File: config.mk
export PLATFORM = sky130hd
export DESIGN_NAME = bkram_sd_sequencer
export DESIGN_NICKNAME = d
export VERILOG_FILES = /design/src/rtl/bk_pkg.sv /design/src/rtl/bkram_sd_sequencer.sv
export SDC_FILE = /design/constraint.sdc
export NUM_CORES = 1
export LEC_CHECK = 0
export ABC_AREA = 1
export CAP_MARGIN = 30
export CORE_MARGIN = 2
export CORE_UTILIZATION = 25
export DETAILED_ROUTE_END_ITERATION = 6
export PLACE_DENSITY_LB_ADDON = 0.2
export SYNTH_ARGS = -nofsm -noshare
export SYNTH_HDL_FRONTEND = slang
export SYNTH_SLANG_ARGS = --single-unit
export TNS_END_PERCENT = 1
File: constraint.sdc
create_clock -name clk_sys -period 1.92 [get_ports clk_sys]
set_clock_uncertainty 0.05 [all_clocks]
set_input_delay 0.288 -clock clk_sys [delete_from_list [all_inputs] [get_ports clk_sys]]
set_output_delay 0.288 -clock clk_sys [all_outputs]
set_load 0.05 [all_outputs]
File: src/rtl/bk_pkg.sv
// Shared definitions for the backup-RAM SD transfer sequencer:
// sequencer state encoding, sector geometry and parameter defaults.
package bk_pkg;

    localparam int unsigned SECTOR_BYTES  = 512;
    localparam int unsigned BUFF_AW       = $clog2(SECTOR_BYTES);
    localparam int unsigned SECT_LOG2_DEF = 6;
    localparam int unsigned SLOT_BITS_DEF = 2;
    localparam int unsigned TMO_LOG2_DEF  = 24;

    typedef enum logic [1:0] {
        IDLE = 2'd0,
        REQ  = 2'd1,
        XFER = 2'd2
    } bk_state_e;

endpackage

File: src/rtl/bkram_sd_sequencer.sv
// Backup-RAM transfer sequencer: streams 2^SECT_LOG2 SD sectors between
// user_io's sector interface and port B of the nvram on OSD load/save.
//
// Ports:
//   clk_sys, reset                     clock, synchronous active-high reset
//   downloading, img_mounted, img_size arming: save image mounted after ROM download
//   bk_load, bk_save, slot             OSD requests (rising edge acts), save slot
//   sd_lba, sd_rd, sd_wr, sd_ack       sector request handshake with user_io
//   sd_buff_addr/dout/wr, sd_buff_din  sector byte stream
//   nv_addr, nv_we, nv_d, nv_q         nvram port B (nv_q has 1-cycle latency)
//   bk_ena, busy, done, err            armed / active / end pulse / sticky timeout
module bkram_sd_sequencer
    import bk_pkg::*;
#(
    parameter int unsigned SECT_LOG2 = SECT_LOG2_DEF,
    parameter int unsigned SLOT_BITS = SLOT_BITS_DEF,
    parameter int unsigned TMO_LOG2  = TMO_LOG2_DEF
) (
    input  logic                         clk_sys,
    input  logic                         reset,
    input  logic                         downloading,
    input  logic                         img_mounted,
    input  logic [31:0]                  img_size,
    input  logic                         bk_load,
    input  logic                         bk_save,
    input  logic [SLOT_BITS-1:0]         slot,
    output logic [31:0]                  sd_lba,
    output logic                         sd_rd,
    output logic                         sd_wr,
    input  logic                         sd_ack,
    input  logic [BUFF_AW-1:0]           sd_buff_addr,
    input  logic [7:0]                   sd_buff_dout,
    input  logic                         sd_buff_wr,
    output logic [7:0]                   sd_buff_din,
    output logic [SECT_LOG2+BUFF_AW-1:0] nv_addr,
    output logic                         nv_we,
    output logic [7:0]                   nv_d,
    input  logic [7:0]                   nv_q,
    output logic                         bk_ena,
    output logic                         busy,
    output logic                         done,
    output logic                         err
);

    bk_state_e             state_q, state_d;
    logic [31:0]           sd_lba_q, sd_lba_d;
    logic                  sd_rd_q, sd_rd_d;
    logic                  sd_wr_q, sd_wr_d;
    logic                  loading_q, loading_d;
    logic                  busy_q, busy_d;
    logic                  done_q, done_d;
    logic                  err_q, err_d;
    logic                  bk_ena_q, bk_ena_d;
    logic [TMO_LOG2-1:0]   tmo_q, tmo_d;
    logic                  old_ld_q, old_ld_d;
    logic                  old_sv_q, old_sv_d;
    logic                  old_ack_q, old_ack_d;
    logic                  old_dl_q, old_dl_d;

    logic                  ld_rise;
    logic                  sv_rise;
    logic                  last_sector;

    // Requests only count while armed, so an OSD level held across arming acts as an edge.
    assign ld_rise     = bk_load & bk_ena_q & ~old_ld_q;
    assign sv_rise     = bk_save & bk_ena_q & ~old_sv_q;
    assign last_sector = &sd_lba_q[SECT_LOG2-1:0];

    // Next-state, arming and sequencing logic.
    always_comb begin
        state_d   = state_q;
        sd_lba_d  = sd_lba_q;
        sd_rd_d   = sd_rd_q;
        sd_wr_d   = sd_wr_q;
        loading_d = loading_q;
        busy_d    = busy_q;
        done_d    = 1'b0;
        err_d     = err_q;
        bk_ena_d  = bk_ena_q;
        tmo_d     = tmo_q;
        old_ld_d  = bk_load & bk_ena_q;
        old_sv_d  = bk_save & bk_ena_q;
        old_ack_d = sd_ack;
        old_dl_d  = downloading;

        // A new ROM download disarms; a mount during download re-arms (set has priority).
        if (downloading && !old_dl_q) begin
            bk_ena_d = 1'b0;
        end
        if (downloading && img_mounted && (img_size != 32'd0)) begin
            bk_ena_d = 1'b1;
        end

        case (state_q)
            IDLE: begin
                if (ld_rise || sv_rise) begin
                    loading_d = ld_rise;
                    sd_lba_d  = 32'({slot, SECT_LOG2'(0)});
                    err_d     = 1'b0;
                    busy_d    = 1'b1;
                    sd_rd_d   = ld_rise;
                    sd_wr_d   = ~ld_rise;
                    tmo_d     = '0;
                    state_d   = REQ;
                end
            end
            REQ: begin
                if (sd_ack && !old_ack_q) begin
                    sd_rd_d = 1'b0;
                    sd_wr_d = 1'b0;
                    state_d = XFER;
                end else if (&tmo_q) begin
                    // user_io never answered: give up and flag it
                    sd_rd_d = 1'b0;
                    sd_wr_d = 1'b0;
                    err_d   = 1'b1;
                    busy_d  = 1'b0;
                    done_d  = 1'b1;
                    state_d = IDLE;
                end else begin
                    tmo_d = tmo_q + TMO_LOG2'(1);
                end
            end
            XFER: begin
                if (!sd_ack && old_ack_q) begin
                    if (last_sector) begin
                        done_d  = 1'b1;
                        busy_d  = 1'b0;
                        state_d = IDLE;
                    end else begin
                        // only the sector index advances; slot bits stay put
                        sd_lba_d = {sd_lba_q[31:SECT_LOG2],
                                    sd_lba_q[SECT_LOG2-1:0] + SECT_LOG2'(1)};
                        sd_rd_d  = loading_q;
                        sd_wr_d  = ~loading_q;
                        tmo_d    = '0;
                        state_d  = REQ;
                    end
                end
            end
            default: begin
                state_d = IDLE;
            end
        endcase
    end

    // State registers.
    always_ff @(posedge clk_sys) begin
        if (reset) begin
            state_q   <= IDLE;
            sd_lba_q  <= '0;
            sd_rd_q   <= 1'b0;
            sd_wr_q   <= 1'b0;
            loading_q <= 1'b0;
            busy_q    <= 1'b0;
            done_q    <= 1'b0;
            err_q     <= 1'b0;
            bk_ena_q  <= 1'b0;
            tmo_q     <= '0;
            old_ld_q  <= 1'b0;
            old_sv_q  <= 1'b0;
            old_ack_q <= 1'b0;
            old_dl_q  <= 1'b0;
        end else begin
            state_q   <= state_d;
            sd_lba_q  <= sd_lba_d;
            sd_rd_q   <= sd_rd_d;
            sd_wr_q   <= sd_wr_d;
            loading_q <= loading_d;
            busy_q    <= busy_d;
            done_q    <= done_d;
            err_q     <= err_d;
            bk_ena_q  <= bk_ena_d;
            tmo_q     <= tmo_d;
            old_ld_q  <= old_ld_d;
            old_sv_q  <= old_sv_d;
            old_ack_q <= old_ack_d;
            old_dl_q  <= old_dl_d;
        end
    end

    assign sd_lba  = sd_lba_q;
    assign sd_rd   = sd_rd_q;
    assign sd_wr   = sd_wr_q;
    assign bk_ena  = bk_ena_q;
    assign busy    = busy_q;
    assign done    = done_q;
    assign err     = err_q;

    // Byte path is straight-through; user_io absorbs the nvram read latency on save.
    assign nv_addr     = {sd_lba_q[SECT_LOG2-1:0], sd_buff_addr};
    assign nv_d        = sd_buff_dout;
    assign nv_we       = sd_buff_wr & sd_ack & loading_q & busy_q;
    assign sd_buff_din = nv_q;

endmodule

### Word-level counts from Yosys, hierarchy flattened

Index checks and enable logic that the tools add are counted.

* equal/unequal tests: 10
* bitwise logic cells: 12
* shifts and indexed selects: 0
* order comparisons: 0
* div/mod/pow operators: 0
* multiplexer cells: 42
* multiply operators: 0
* add/sub/neg operators: 2
* reduce and logical (&&, ||, !) cells: 25

Operator list (count)
* $mux 24: 5
* $pmux 24 s3: 1
* $pmux 32 s2: 1
* $mux 32: 1
* $reduce_bool 32->1: 1
* $add 24x1->24 const B: 1
* $reduce_and 24->1: 1
* $mux 1: 22
* $reduce_and 6->1: 3
* $ne 2x2->1 const B: 7
* $mux 6: 2
* $pmux 1 s3: 3
* $mux 2: 4
* $reduce_and 4->1: 2
* $and 1x1->1: 7
* $add 6x1->6 const B: 1
* $pmux 2 s3: 1
* $reduce_and 3->1: 2
* $reduce_bool 2->1: 3
* $logic_and 1x1->1: 5
* $not 1->1: 5
* $reduce_and 5->1: 1
* $pmux 1 s2: 2
* $logic_not 1->1: 3
* 7 further kinds: 7

* logic and storage cells: 106
* bits in latches: 0
* register bits after elaboration: 69
* memories kept: 0
* output and inout port bits: 70
* bits of input ports: 67
* memory bits (read-only): 0
* RAM bits: 0

### Longest topological paths before layout

* word-level depth: 5
* mapped depth: 12
* mapped depth without buffers: 11

### Worst setup path before layout

OpenSTA, ideal clock, no wires.

* path type: register to register
* start: reg sd_lba_q[0] (netlist: sd_lba[0])
* end: reg sd_lba_q[5] (netlist: sd_lba[5])
* setup time: 72 ps
* cell stages (with the launch flop): 8
* path buffers: 0
* arrival: 1896 ps
* required time: 1798 ps
* path slack: -98 ps
* cells stage by stage: dfxtp_1 > ha_1 > nand3_1 > o21ai_0 > a21oi_1 > inv_1 > nand2_1 > a21oi_1

* cells in the longest elaborated chain, start to end: 4

Ends and longest elaborated chain
* start, declared: line bkram_sd_sequencer.sv:46 `logic [31:0] sd_lba_q, sd_lba_d;`
* start signal, assigned: line bkram_sd_sequencer.sv:166 `sd_lba_q <= sd_lba_d;`
* $add 6x1->6: line bkram_sd_sequencer.sv:133 `sd_lba_q[SECT_LOG2-1:0] + SECT_LOG2'(1)};`
* $mux 6: line bkram_sd_sequencer.sv:126 `if (last_sector) begin`
* $mux 6: line bkram_sd_sequencer.sv:125 `if (!sd_ack && old_ack_q) begin`
* $pmux 32 s2: line bkram_sd_sequencer.sv:94 `case (state_q)`

Several ways; a longest one is shown, not always the timed one. The select of a mux whose other input is x is not followed.
A chain may end at the register's enable or synchronous reset.

### Final worst setup path

* start: reg sd_lba_q[1] (netlist: sd_lba[1])
* end: out nv_addr[10]

RTL lines
* end, declared: line bkram_sd_sequencer.sv:35 `output logic [SECT_LOG2+BUFF_AW-1:0] nv_addr,`

No word-level cell between the ends.

==> flow_metrics.env <==
export IMPL_status="completed"
export IMPL_p_leak_nw=1.83
export IMPL_port_buffers=62
export IMPL_synth_top_area_cell="dfxtp_1"
export IMPL_synth_fa_ha_area_share_pct=2.60
export IMPL_grt_overflow_total=0
export IMPL_min_path_type="reg2reg"
export IMPL_yosys_area_share_simple_pct=41.1
export IMPL_synth_compound_area_share_pct=7.19
export IMPL_synthXorXnorAreaFrac_pct=0.779
export IMPL_ant_nets=0
export IMPL_nNetsFinal=690
export IMPL_grt_pass1_vias=3166
export IMPL_dp_hpwl_mm=7.20
export IMPL_routedWlPerCell_um=11.4
export IMPL_netSwitchingFraction_pct=45.3
export IMPL_period_needed_ns=1.83
export IMPL_p_int_mw=2.55
export IMPL_grt_setup_unrepaired="yes"
export IMPL_synthCells=555
export IMPL_core_mm2=0.0132
export IMPL_slowest_stage="clkdlybuf4s50_1"
export IMPL_clk_pin_slew_worst_paths_ns=0.07
export IMPL_cts_buffers=5
export IMPL_p_clk_share_pct=22.1
export IMPL_combPwrFrac_pct=53.5
export IMPL_avgSynthCellArea_um2=6.08
export IMPL_cp_top_family="buffers and inverters"
export IMPL_placedCellCount=785
export IMPL_finalHoldViolCount=0
export IMPL_gp_congestion=0.836
export IMPL_path_class="reg2out"
export IMPL_setup_violations=0
export IMPL_n_antenna_cell=0
export IMPL_synthMuxAreaShare_pct=0
export IMPL_ctsLongestPathBuffers=2
export IMPL_root_buffer="clkbuf_16"
export IMPL_fmax_mhz=546
export IMPL_path_buf_inv=1
export IMPL_vias=3377
export IMPL_viasPerCell=4.26
export IMPL_p_per_area_mw_per_mm2=1090
export IMPL_cts_hold_buf=0
export IMPL_synth_area_mm2=0.00337
export IMPL_finalMaxSlewViolations=0
export IMPL_synth_seq_cells=45
export IMPL_n_fill_cell=1512
export IMPL_start_util_pct=25.6
export IMPL_synth_area_top_cells="dfxtp_1 27%, nand2_1 17%, buf_4 13%, nor2_1 9.7%, nand3_1 7.7%"
export IMPL_antenna_found_initial=0
export IMPL_area_delta_synth_final_pct=27.2
export IMPL_drtIter0Drc=143
export IMPL_use_met1_pct=15.4
export IMPL_synth_seq_area_share_pct=26.7
export IMPL_ir_drop_v=0.000924
export IMPL_route_detailed_drc=0
export IMPL_ios=137
export IMPL_synth_warnings=0
export IMPL_grtUsageTotal_pct=12.8
export IMPL_clkLatencyLatePin_ns=0.30
export IMPL_critPathArrivalTime_ns=1.49
export IMPL_seq_power_share_pct=24.3
export IMPL_fin_util_pct=32.5
export IMPL_maxCapViolCount=0
export IMPL_synth_cell_types=28
export IMPL_period_share_pct=95.3
export IMPL_grt_most_used_layer="met2"
export IMPL_drive_gt1_share_pct=13.0
export IMPL_p_sw_mw=2.12
export IMPL_end_kind="output port"
export IMPL_synth_top_cell_area_share_pct=26.7
export IMPL_wl_mm=9.05
export IMPL_cp_slowest_stage_delay_ns=0.81
export IMPL_slew_headroom_pct=65.8
export IMPL_h_tree_depth=2
export IMPL_chipWidth_um=120
export IMPL_final_cells=793
export IMPL_crit_path_start_kind="flip-flop"
export IMPL_cts_sinks=45
export IMPL_fp_dieH_um=120
export IMPL_met3_usage_pct=3.44
export IMPL_postCtsSetupRepairBufs=0
export IMPL_worst_pin_slew_ns=0.511
export IMPL_grt_pass1_wl_mm=14.8
export IMPL_met2_usage_pct=21.9
export IMPL_synth_top_family_by_area="simple AND/OR/NAND/NOR gates"
export IMPL_crit_fanout=6
export IMPL_drt_pass1_iterations=6
export IMPL_crit_chain="clkdlybuf4s50_1"
export IMPL_die_area_mm2=0.0144
export IMPL_worstPathRequired_ns=1.58
export IMPL_grt_max_degree=16
export IMPL_tritoncts="built"
export IMPL_rows=42
-- layout make-up --
class	instances	area [um2]	share of cell area [%]
well taps	176	220	5.13
flip-flops and latches	45	903	21.0
clock buffers	5	125	2.92
multi-input cells	400	1870	43.6
inverters	66	248	5.77
repair buffers	98	880	20.5
clock inverters	3	46.3	1.08
-- synth_stat cells --
cell,n
nand2_1,151
nor2_1,87
inv_1,65
buf_4,57
nand3_1,52
dfxtp_1,45
a21oi_1,22
nand4_1,12
o21ai_0,12
ha_1,7
clkbuf_1,5
a21oi_2,4
buf_2,4
nand2_2,4
nand3b_1,4
nor2_2,4
nor3_1,3
xor2_1,3
nor2_4,2
o21bai_1,2
o31ai_1,2
or2_2,2
buf_6,1
conb_1,1
inv_2,1
nand2_4,1
nand3_4,1
o21a_1,1
-- registers in the layout (all words and copies together) (netlist names) --
signal / cells
err: 1
old_dl_q: 1
state_q: 2
old_ack_q: 1
sd_rd: 1
tmo_q: 24
sd_wr: 1
bk_ena: 1
old_sv_q: 1
busy: 1
loading_q: 1
done: 1
old_ld_q: 1
sd_lba: 8
-- cell families after synthesis --
| family | Yosys count |
|---|---|
| adder cells (fa/ha/maj) | 7 |
| AO/OA/AOI/OAI | 43 |
| flip-flops | 45 |
| buffers and inverters | 133 |
| other | 1 |
| XOR/XNOR | 3 |
| AND/OR/NAND/NOR | 323 |
-- power groups by stage --
stage          Sequential [mW]  Combinational [mW]  Clock, mW
3_3_place_gp              1.15                2.46          0
4_1_cts                   1.13                2.48       1.07
3_5_place_dp              1.15                2.48          0
5_1_grt                   1.16                2.79       1.09
6_report                  1.14                2.50       1.03
2_1_floorplan             1.32                1.64          0
-- path summary, 6_finish.rpt --
check	from	end	slack, ns	depth (start not counted)
setup / recovery	sd_lba[1]	nv_addr[10]	0.09	1
hold / removal	sd_lba[7]	sd_lba[7]	0.42	2
setup reg to reg	tmo_q[0]	tmo_q[23]	0.10	10
hold reg to reg	sd_lba[7]	sd_lba[7]	0.42	2
-- per-layer routing --
| layer | vias up | share of wire, % | wire, um |
|---|---|---|---|
| li1 | 1768 | - | - |
| met1 | 1510 | 44 | 3970 |
| met2 | 89 | 48 | 4380 |
| met3 | 10 | 6.2 | 565 |
| met4 | 0 | 1.5 | 132 |
| met5 | - | 0 | 0 |
-- cell usage in the layout (no fill, tap or decap), types with 4 or more instances in the layout --
cell type        Yosys  final
a21oi_1             22     22
a21oi_2              4      4
buf_4               57     45
clkbuf_16            0      5
clkdlybuf4s50_1      0     50
conb_1               1     24
dfxtp_1             45     43
ha_1                 7      6
inv_1               65     64
nand2_1            151    151
nand3_1             52     52
nand3b_1             4      4
nand4_1             12     12
nor2_1              87     84
nor2_2               4      5
nor2_4               2      4
o21ai_0             12     11
-- metrics by stage --
| step | setup TNS [ns] | hold WS, ns | total power, mW | instance area [um2] | setup slack [ns] |
|---|---|---|---|---|---|
| after floorplan | 0 | 0.360 | 2.96 | 3460 | 0.0157 |
| after global placement | -0.397 | 0.404 | 3.61 | 4080 | -0.0414 |
| after detailed placement | -1.52 | 0.412 | 3.62 | 4080 | -0.0830 |
| after CTS | 0 | 0.425 | 4.67 | 4250 | 0.000339 |
| after global routing | -0.124 | 0.451 | 5.04 | 4290 | -0.0393 |
| final | 0 | 0.420 | 4.67 | 4290 | 0.0895 |
-- what timing repair did --
action	in CTS	in global routing
endpoints found under the setup margin	2	32
resized for setup	1	11
pin swaps	0	1
gates cloned	0	0
(Power assumes the default switching activity.)
